File: src/rtl/rob_entry_queue_pkg.sv
// Shared types for the reorder-buffer entry queue: payload layout and branch encodings.
package rob_pkg;

    localparam int ROB_IDX_MAX = 8;

    typedef enum logic [2:0] {
        BR_NONE = 3'd0,
        BR_COND = 3'd1,
        BR_JAL  = 3'd2,
        BR_JALR = 3'd3,
        BR_CALL = 3'd4,
        BR_RET  = 3'd5
    } branch_type_e;

    typedef struct packed {
        logic [31:0]  pc;
        logic [31:0]  opcode;
        logic         exc_valid;
        logic [3:0]   exc_code;
        logic [4:0]   rd;
        logic         rd_en;
        logic [4:0]   frd;
        logic         frd_en;
        logic [11:0]  csr;
        logic         csr_en;
        logic         fflagen;
        branch_type_e branchtype;
        logic         irrevo;
    } rob_payload_t;

endpackage

File: src/rtl/rob_entry_queue_if.sv
// Dispatch / writeback / commit bundle of the ROB entry queue.
interface rob_entry_queue_if #(parameter int DEPTH = 16);
    import rob_pkg::*;

    localparam int IDX_W = $clog2(DEPTH);

    logic               alloc_valid_i;
    logic               alloc_complete_i;
    rob_payload_t       alloc_data_i;
    logic               full_o;
    logic               empty_o;
    logic [ROB_IDX_MAX-1:0] entrynum_o;
    logic [IDX_W:0]     count_o;
    logic               wb_valid_i;
    logic [ROB_IDX_MAX-1:0] wb_entry_i;
    logic               cmt_valid_o;
    logic               cmt_ready_i;
    rob_payload_t       cmt_data_o;
    logic [ROB_IDX_MAX-1:0] cmt_entrynum_o;
    logic               flush_i;

    // The core side (dispatch, writeback, commit) drives the master end.
    modport master (
        output alloc_valid_i, alloc_complete_i, alloc_data_i,
        output wb_valid_i, wb_entry_i, cmt_ready_i, flush_i,
        input  full_o, empty_o, entrynum_o, count_o,
        input  cmt_valid_o, cmt_data_o, cmt_entrynum_o
    );

    modport slave (
        input  alloc_valid_i, alloc_complete_i, alloc_data_i,
        input  wb_valid_i, wb_entry_i, cmt_ready_i, flush_i,
        output full_o, empty_o, entrynum_o, count_o,
        output cmt_valid_o, cmt_data_o, cmt_entrynum_o
    );

endinterface

File: src/rtl/rob_entry_queue_ptr_ctrl.sv
// Wrap-bit read/write pointers of the ROB with full/empty/count and the gated alloc/retire enables.
module rob_ptr_ctrl #(
    parameter int IDX_W = 4
) (
    input  logic           clk,
    input  logic           rst_n,
    input  logic           alloc_req,
    input  logic           retire_req,
    input  logic           flush,
    output logic [IDX_W:0] wptr,
    output logic [IDX_W:0] rptr,
    output logic           full,
    output logic           empty,
    output logic [IDX_W:0] count,
    output logic           alloc_fire,
    output logic           retire_fire
);

    localparam logic [IDX_W:0] PTR_ONE = (IDX_W+1)'(1);

    assign empty = (wptr == rptr);
    assign full  = (wptr[IDX_W-1:0] == rptr[IDX_W-1:0]) && (wptr[IDX_W] != rptr[IDX_W]);
    assign count = wptr - rptr;

    // Full is judged on registered pointers, so a same-cycle retire never makes room for an allocation.
    assign alloc_fire  = alloc_req && !full && !flush;
    assign retire_fire = retire_req && !flush;

    always_ff @(posedge clk or negedge rst_n) begin
        if (!rst_n) begin
            wptr <= '0;
            rptr <= '0;
        end else if (flush) begin
            wptr <= '0;
            rptr <= '0;
        end else begin
            if (alloc_fire)
                wptr <= wptr + PTR_ONE;
            if (retire_fire)
                rptr <= rptr + PTR_ONE;
        end
    end

endmodule

File: src/rtl/rob_entry_queue.sv
// Reorder-buffer entry queue: in-order allocation, out-of-order completion, in-order commit.
module rob_entry_queue
    import rob_pkg::*;
#(
    parameter int DEPTH = 16
) (
    input  logic             clk_i,
    input  logic             arst_ni,
    rob_entry_queue_if.slave bus
);

    localparam int IDX_W = $clog2(DEPTH);
    localparam logic [ROB_IDX_MAX-1:0] IDX_MASK = ROB_IDX_MAX'(DEPTH - 1);

    logic [IDX_W:0]   wptr;
    logic [IDX_W:0]   rptr;
    logic [IDX_W:0]   count;
    logic [IDX_W-1:0] widx;
    logic [IDX_W-1:0] ridx;
    logic             full;
    logic             empty;
    logic             alloc_fire;
    logic             retire_fire;
    logic             cmt_valid;

    rob_payload_t     payload_q [DEPTH];
    logic [DEPTH-1:0] occ_q;
    logic [DEPTH-1:0] done_q;
    logic [DEPTH-1:0] occ_d;
    logic [DEPTH-1:0] done_d;
    logic [DEPTH-1:0] wb_hit;

    assign widx = wptr[IDX_W-1:0];
    assign ridx = rptr[IDX_W-1:0];

    // Commit visibility comes only from registered state, never straight from wb/alloc inputs.
    assign cmt_valid = !empty && done_q[ridx];

    rob_ptr_ctrl #(.IDX_W(IDX_W)) u_ptr_ctrl (
        .clk         (clk_i),
        .rst_n       (arst_ni),
        .alloc_req   (bus.alloc_valid_i),
        .retire_req  (cmt_valid && bus.cmt_ready_i),
        .flush       (bus.flush_i),
        .wptr        (wptr),
        .rptr        (rptr),
        .full        (full),
        .empty       (empty),
        .count       (count),
        .alloc_fire  (alloc_fire),
        .retire_fire (retire_fire)
    );

    always_comb begin
        wb_hit = '0;
        for (int i = 0; i < DEPTH; i++)
            wb_hit[i] = bus.wb_valid_i && ((bus.wb_entry_i & IDX_MASK) == ROB_IDX_MAX'(i));
    end

    // Later assignments override earlier ones: allocation beats writeback, flush beats all.
    always_comb begin
        occ_d  = occ_q;
        done_d = done_q | (wb_hit & occ_q);
        if (retire_fire) begin
            occ_d[ridx]  = 1'b0;
            done_d[ridx] = 1'b0;
        end
        if (alloc_fire) begin
            occ_d[widx]  = 1'b1;
            done_d[widx] = bus.alloc_complete_i;
        end
        if (bus.flush_i) begin
            occ_d  = '0;
            done_d = '0;
        end
    end

    always_ff @(posedge clk_i or negedge arst_ni) begin
        if (!arst_ni) begin
            occ_q  <= '0;
            done_q <= '0;
        end else begin
            occ_q  <= occ_d;
            done_q <= done_d;
        end
    end

    always_ff @(posedge clk_i) begin
        if (alloc_fire)
            payload_q[widx] <= bus.alloc_data_i;
    end

    assign bus.full_o         = full;
    assign bus.empty_o        = empty;
    assign bus.count_o        = count;
    assign bus.entrynum_o     = ROB_IDX_MAX'(widx);
    assign bus.cmt_valid_o    = cmt_valid;
    assign bus.cmt_data_o     = payload_q[ridx];
    assign bus.cmt_entrynum_o = ROB_IDX_MAX'(ridx);

endmodule

File: src/flat_wrapper.sv
// flat-port wrapper written by rule: the top's interface ports become plain ports
module rob_entry_queue_flat import rob_pkg::*;
#(
    parameter int DEPTH = 16
)
  (clk_i, arst_ni, bus_alloc_valid_i, bus_alloc_complete_i, bus_alloc_data_i, bus_wb_valid_i, bus_wb_entry_i, bus_cmt_ready_i, bus_flush_i, bus_full_o, bus_empty_o, bus_entrynum_o, bus_count_o, bus_cmt_valid_o, bus_cmt_data_o, bus_cmt_entrynum_o);
  rob_entry_queue_if #(.DEPTH(DEPTH)) bus_i ();
  input  logic clk_i;
  input  logic arst_ni;
  input wire logic [$bits(bus_i.alloc_valid_i)-1:0] bus_alloc_valid_i;
  input wire logic [$bits(bus_i.alloc_complete_i)-1:0] bus_alloc_complete_i;
  input wire logic [$bits(bus_i.alloc_data_i)-1:0] bus_alloc_data_i;
  input wire logic [$bits(bus_i.wb_valid_i)-1:0] bus_wb_valid_i;
  input wire logic [$bits(bus_i.wb_entry_i)-1:0] bus_wb_entry_i;
  input wire logic [$bits(bus_i.cmt_ready_i)-1:0] bus_cmt_ready_i;
  input wire logic [$bits(bus_i.flush_i)-1:0] bus_flush_i;
  output wire logic [$bits(bus_i.full_o)-1:0] bus_full_o;
  output wire logic [$bits(bus_i.empty_o)-1:0] bus_empty_o;
  output wire logic [$bits(bus_i.entrynum_o)-1:0] bus_entrynum_o;
  output wire logic [$bits(bus_i.count_o)-1:0] bus_count_o;
  output wire logic [$bits(bus_i.cmt_valid_o)-1:0] bus_cmt_valid_o;
  output wire logic [$bits(bus_i.cmt_data_o)-1:0] bus_cmt_data_o;
  output wire logic [$bits(bus_i.cmt_entrynum_o)-1:0] bus_cmt_entrynum_o;
  assign bus_i.alloc_valid_i = bus_alloc_valid_i;
  assign bus_i.alloc_complete_i = bus_alloc_complete_i;
  assign bus_i.alloc_data_i = bus_alloc_data_i;
  assign bus_i.wb_valid_i = bus_wb_valid_i;
  assign bus_i.wb_entry_i = bus_wb_entry_i;
  assign bus_i.cmt_ready_i = bus_cmt_ready_i;
  assign bus_i.flush_i = bus_flush_i;
  assign bus_full_o = bus_i.full_o;
  assign bus_empty_o = bus_i.empty_o;
  assign bus_entrynum_o = bus_i.entrynum_o;
  assign bus_count_o = bus_i.count_o;
  assign bus_cmt_valid_o = bus_i.cmt_valid_o;
  assign bus_cmt_data_o = bus_i.cmt_data_o;
  assign bus_cmt_entrynum_o = bus_i.cmt_entrynum_o;
  rob_entry_queue #(.DEPTH(DEPTH)) u_core (.clk_i(clk_i), .arst_ni(arst_ni), .bus(bus_i));
endmodule
File: config.mk
export PLATFORM = sky130hd
export DESIGN_NAME = rob_entry_queue_flat
export DESIGN_NICKNAME = d
export VERILOG_FILES = /design/src/rtl/rob_entry_queue_pkg.sv /design/src/rtl/rob_entry_queue_if.sv /design/src/rtl/rob_entry_queue_ptr_ctrl.sv /design/src/rtl/rob_entry_queue.sv /design/src/flat_wrapper.sv
export SDC_FILE = /design/constraint.sdc
export NUM_CORES = 2
export LEC_CHECK = 0
export BUFFER_PORTS_ARGS = -buffer_cell sky130_fd_sc_hd__buf_4
export CAP_MARGIN = 10
export CORE_ASPECT_RATIO = 0.75
export CORE_UTILIZATION = 54
export CTS_CLUSTER_DIAMETER = 150
export DETAILED_ROUTE_END_ITERATION = 10
export PLACE_DENSITY = 0.71
export SYNTH_ARGS = -nofsm -noshare
export SYNTH_HDL_FRONTEND = slang
export SYNTH_SLANG_ARGS = --single-unit
File: constraint.sdc
create_clock -name clk_i -period 19 [get_ports clk_i]
set_input_delay 0 -clock clk_i [delete_from_list [all_inputs] [get_ports clk_i]]
set_output_delay 0 -clock clk_i [all_outputs]
set_load 0.01 [all_outputs]
==> flow_summary_export.csv <==
group,metric,value,unit
outcome,status,"completed",
synthesis,post-synth-top-count-cell,"edfxtp_1",
synthesis,synth_flop_cell,"edfxtp_1",
global_route,grt_usage,23.7,%
synthesis,synth_adder_area_share,0.275,%
synthesis,ys_seq_area_share,78.4,%
placement,dp_hpwl,67100,microns
global_route,grt_pass1_wl,196000,microns
timing,worst_slew_pin_slew,1.24,ns
route,ant_nets,0,
cts,cts_resized,0,
synthesis,synth-simple-area-share,0.852,%
placement,gp_congestion,0.816,
setup_path,regToRegEndpoint,"u_core.payload_q[10][52]",
synthesis,avgSynthCellArea,24.9,sq um
global_route,grt_overflow,0,
route,drt-pass1-iter-count,6,
timing,period_minus_slack,5.13,ns
route,route.detailed.drc,0,
min_path,hp-start,"bus_alloc_data_i[19]",
timing,hold_viol_final,0,
synthesis,synth_compound_area_share,0.830,%
synthesis,synth_top_family_by_area,"multiplexers",
setup_path,rr_worst_depth,7,
cts,cts_sinks,1626,
min_path,min_path_cells,2,
pwr,peakVddDrop,0.0963,mV
setup_path,reg2reg_from,"u_core.u_ptr_ctrl.rptr[3]",
synthesis,synthXorXnorAreaFrac,0.155,%
setup_path,max_stage_delay,0.95,ns
die,die_area,116000,sq um
setup_path,reg2reg_setup_slack,13.87,ns
placement,port-buffer-count,224,
route,drt_iter0_markers,2709,
pwr,p_per_area,99.8,nW/um^2
route,routed_wl,135000,microns
cts,clockBufferDepth,3,
global_route,antenna_found_initial,6,
route,viasPerCell,6.17,
timing,rsz0062_at_grt,"false",
setup_path,path_common_cell,"buf_4",
setup_path,path_cells,"inv_8 -> ha_1 -> nand4_1 -> o211a_2 -> and3_4 -> buf_4 -> buf_4",
pwr,cellLeakagePower,22.1,nW
timing,final_max_slew_viol_count,0,
setup_path,critical_path_class,"reg2reg",
timing,fin_crit_sh,27.0,%
synthesis,synth_top_area_share,76.7,%
timing,setup_viol,0,
cells_and_area,fillers,7392,
synthesis,synthTopCellsByArea,"edfxtp_1, mux4_2, dfrtp_1, buf_2, buf_4",
die,io_pins,237,
pwr,power.total,7.10,mW
synthesis,synth_mux_area_share,18.2,%
timing,fmax,0.195,GHz
min_path,holdPathEnd,"u_core.payload_q[10][19]",
cts,cts_buffers,151,
route,vias,28001,
die,coreArea,114000,sq um
cts,cts_tree,"yes",
cts,insertion_delay,0.77,ns
placement,place_worst_setup_slack,13.84,ns
die,die_h,295,microns
synthesis,yosysTopAreaCell,"edfxtp_1",
synthesis,ys_seq_elements,1626,
setup_path,endpoint_kind,"flop",
cells_and_area,seq_area,48600,sq um
cells_and_area,final_cells,4535,
synthesis,synthTopCellsByCount,"edfxtp_1, mux4_2, buf_2",
synthesis,netlist_area,62000,sq um
cts,clk_pin_slew_worst_paths,0.06,ns
die,rows,107,
setup_path,arrival,5.50,ns
setup_path,crit_slowest_cell,"buf_4",
setup_path,crit_start,"u_core.u_ptr_ctrl.rptr[3]",
cts,ctsRootBufferMaster,"clkbuf_16",
cells_and_area,multi_input_area,12700,sq um
synthesis,yosysWarnings,0,
setup_path,crit_buf_inv,3,
timing,clock_skew,0.0199,ns
global_route,grt_max_degree,117,
route,wl_per_cell,29.7,microns
setup_path,start_kind,"flop",
min_path,holdCritPathClass,"in2reg",
placement,dp.cells,4146,
synthesis,synth_cell_type_count,49,
global_route,first_global_vias,29249,
timing,final.setup.tns,0,ns
die,start_util,54.5,%
setup_path,required,19.38,ns
die,die-width,393,microns
cells_and_area,final_nets,3020,
timing,slew_headroom,17.4,%
synthesis,synthCells,2485,
run,drv_cap,0,
synthesis,synth-async-reset-ratio,2.58,%
timing,fin_ws,13.87,ns
synthesis,synth_edf_count,1584,
cells_and_area,drive_above_1_share,33.0,%
setup_path,critical_path.max_fanout,67,
setup_path,cp_top_family,"buffers and inverters",
cells_and_area,area_growth,14.8,%
cts,cts_max_level,4,
cts,cts_setup_buffers,0,
-- state kept, by name, summed over array words and instances, names as in the netlist --
| signal | count |
|---|---|
| u_core.payload_q | 1584 |
| u_core.u_ptr_ctrl.wptr | 5 |
| u_core.done_q | 16 |
| u_core.u_ptr_ctrl.rptr | 5 |
| u_core.occ_q | 16 |
-- area by class of cell --
type	count	area share [%]
Sequential cell	1626	68.4
Multi-Input combinational cell	711	17.8
Clock buffer	191	5.61
Timing Repair Buffer	389	4.58
Tap cell	1526	2.68
Clock inverter	74	0.841
Inverter	14	0.0915
Antenna cell	4	0.0141
-- metrics by stage --
step | hold WS (ns) | instance area (sq um) | util (%)
after global placement | 0.0139 | 65300 | 57.5
final | 0.0845 | 71100 | 62.6
after detailed placement | 0.0253 | 65300 | 57.5
after CTS | 0.0296 | 71100 | 62.6
after floorplan | -0.296 | 62000 | -
after global routing | 0.0828 | 71100 | 62.6
-- cells by family after synthesis --
| kind of cell | Yosys count |
|---|---|
| flip-flops | 1626 |
| multiplexers | 503 |
| buffers and inverters | 155 |
| AND/OR/NAND/NOR | 110 |
| AO/OA/AOI/OAI | 66 |
| adder cells (fa/ha/maj) | 13 |
| XOR/XNOR | 11 |
| other | 1 |
-- worst register-to-register path, cell delays in order, from the launching register on --
cell and delay, ns:
dfrtp_1 0.66, inv_8 0.81, ha_1 0.42, nand4_1 0.19
o211a_2 0.40, and3_4 0.57, buf_4 0.96, buf_4 0.73
-- metal layers --
metal  wire (microns)  vias up  track usage [%]
met5               38        -                0
met3             7540      207             3.52
met2            70300     1001             40.1
met1            53900    15217             32.4
met4             2770        6             6.77
li1                 -    11570                -
-- report_power, final --
group	total [mW]	internal, mW	switching (mW)
Sequential	3.97	3.96	0.00871
Clock	2.86	1.60	1.26
Combinational	0.278	0.130	0.147
Total	7.10	5.69	1.42
-- how the worst max path moves through the flow --
stage | to | slack, ns | cells after the start
after global placement | u_core.payload_q[11][52] | 13.84 | 7
after detailed placement | u_core.payload_q[10][58] | 13.84 | 7
after CTS | u_core.payload_q[10][52] | 13.82 | 7
final | u_core.payload_q[10][52] | 13.87 | 7
after floorplan | u_core.done_q[3] | 9.49 | 11
after global routing | u_core.payload_q[10][52] | 13.61 | 7
-- timing repair --
item | 4_1_cts | 5_1_grt
hold buffers | 120 | 0
endpoints found under the hold margin | 1658 | 0
setup endpoints to repair | 0 | 0
-- cell usage in the layout, fill, tap and decap left out, drive strengths merged, types with 9 or more instances in the layout --
cell type | Yosys | final
clkbuf | 46 | 191
a31oi | 15 | 15
dlygate4sd3 | 0 | 119
o21bai | 14 | 14
dfrtp | 42 | 42
edfxtp | 1584 | 1584
nor2 | 23 | 23
mux4 | 497 | 497
and3 | 15 | 15
ha | 12 | 12
nor3 | 9 | 9
clkinv | 0 | 57
buf | 95 | 270
o41ai | 14 | 14
inv | 14 | 22
nand2 | 40 | 40
(Power assumes the default switching activity.)
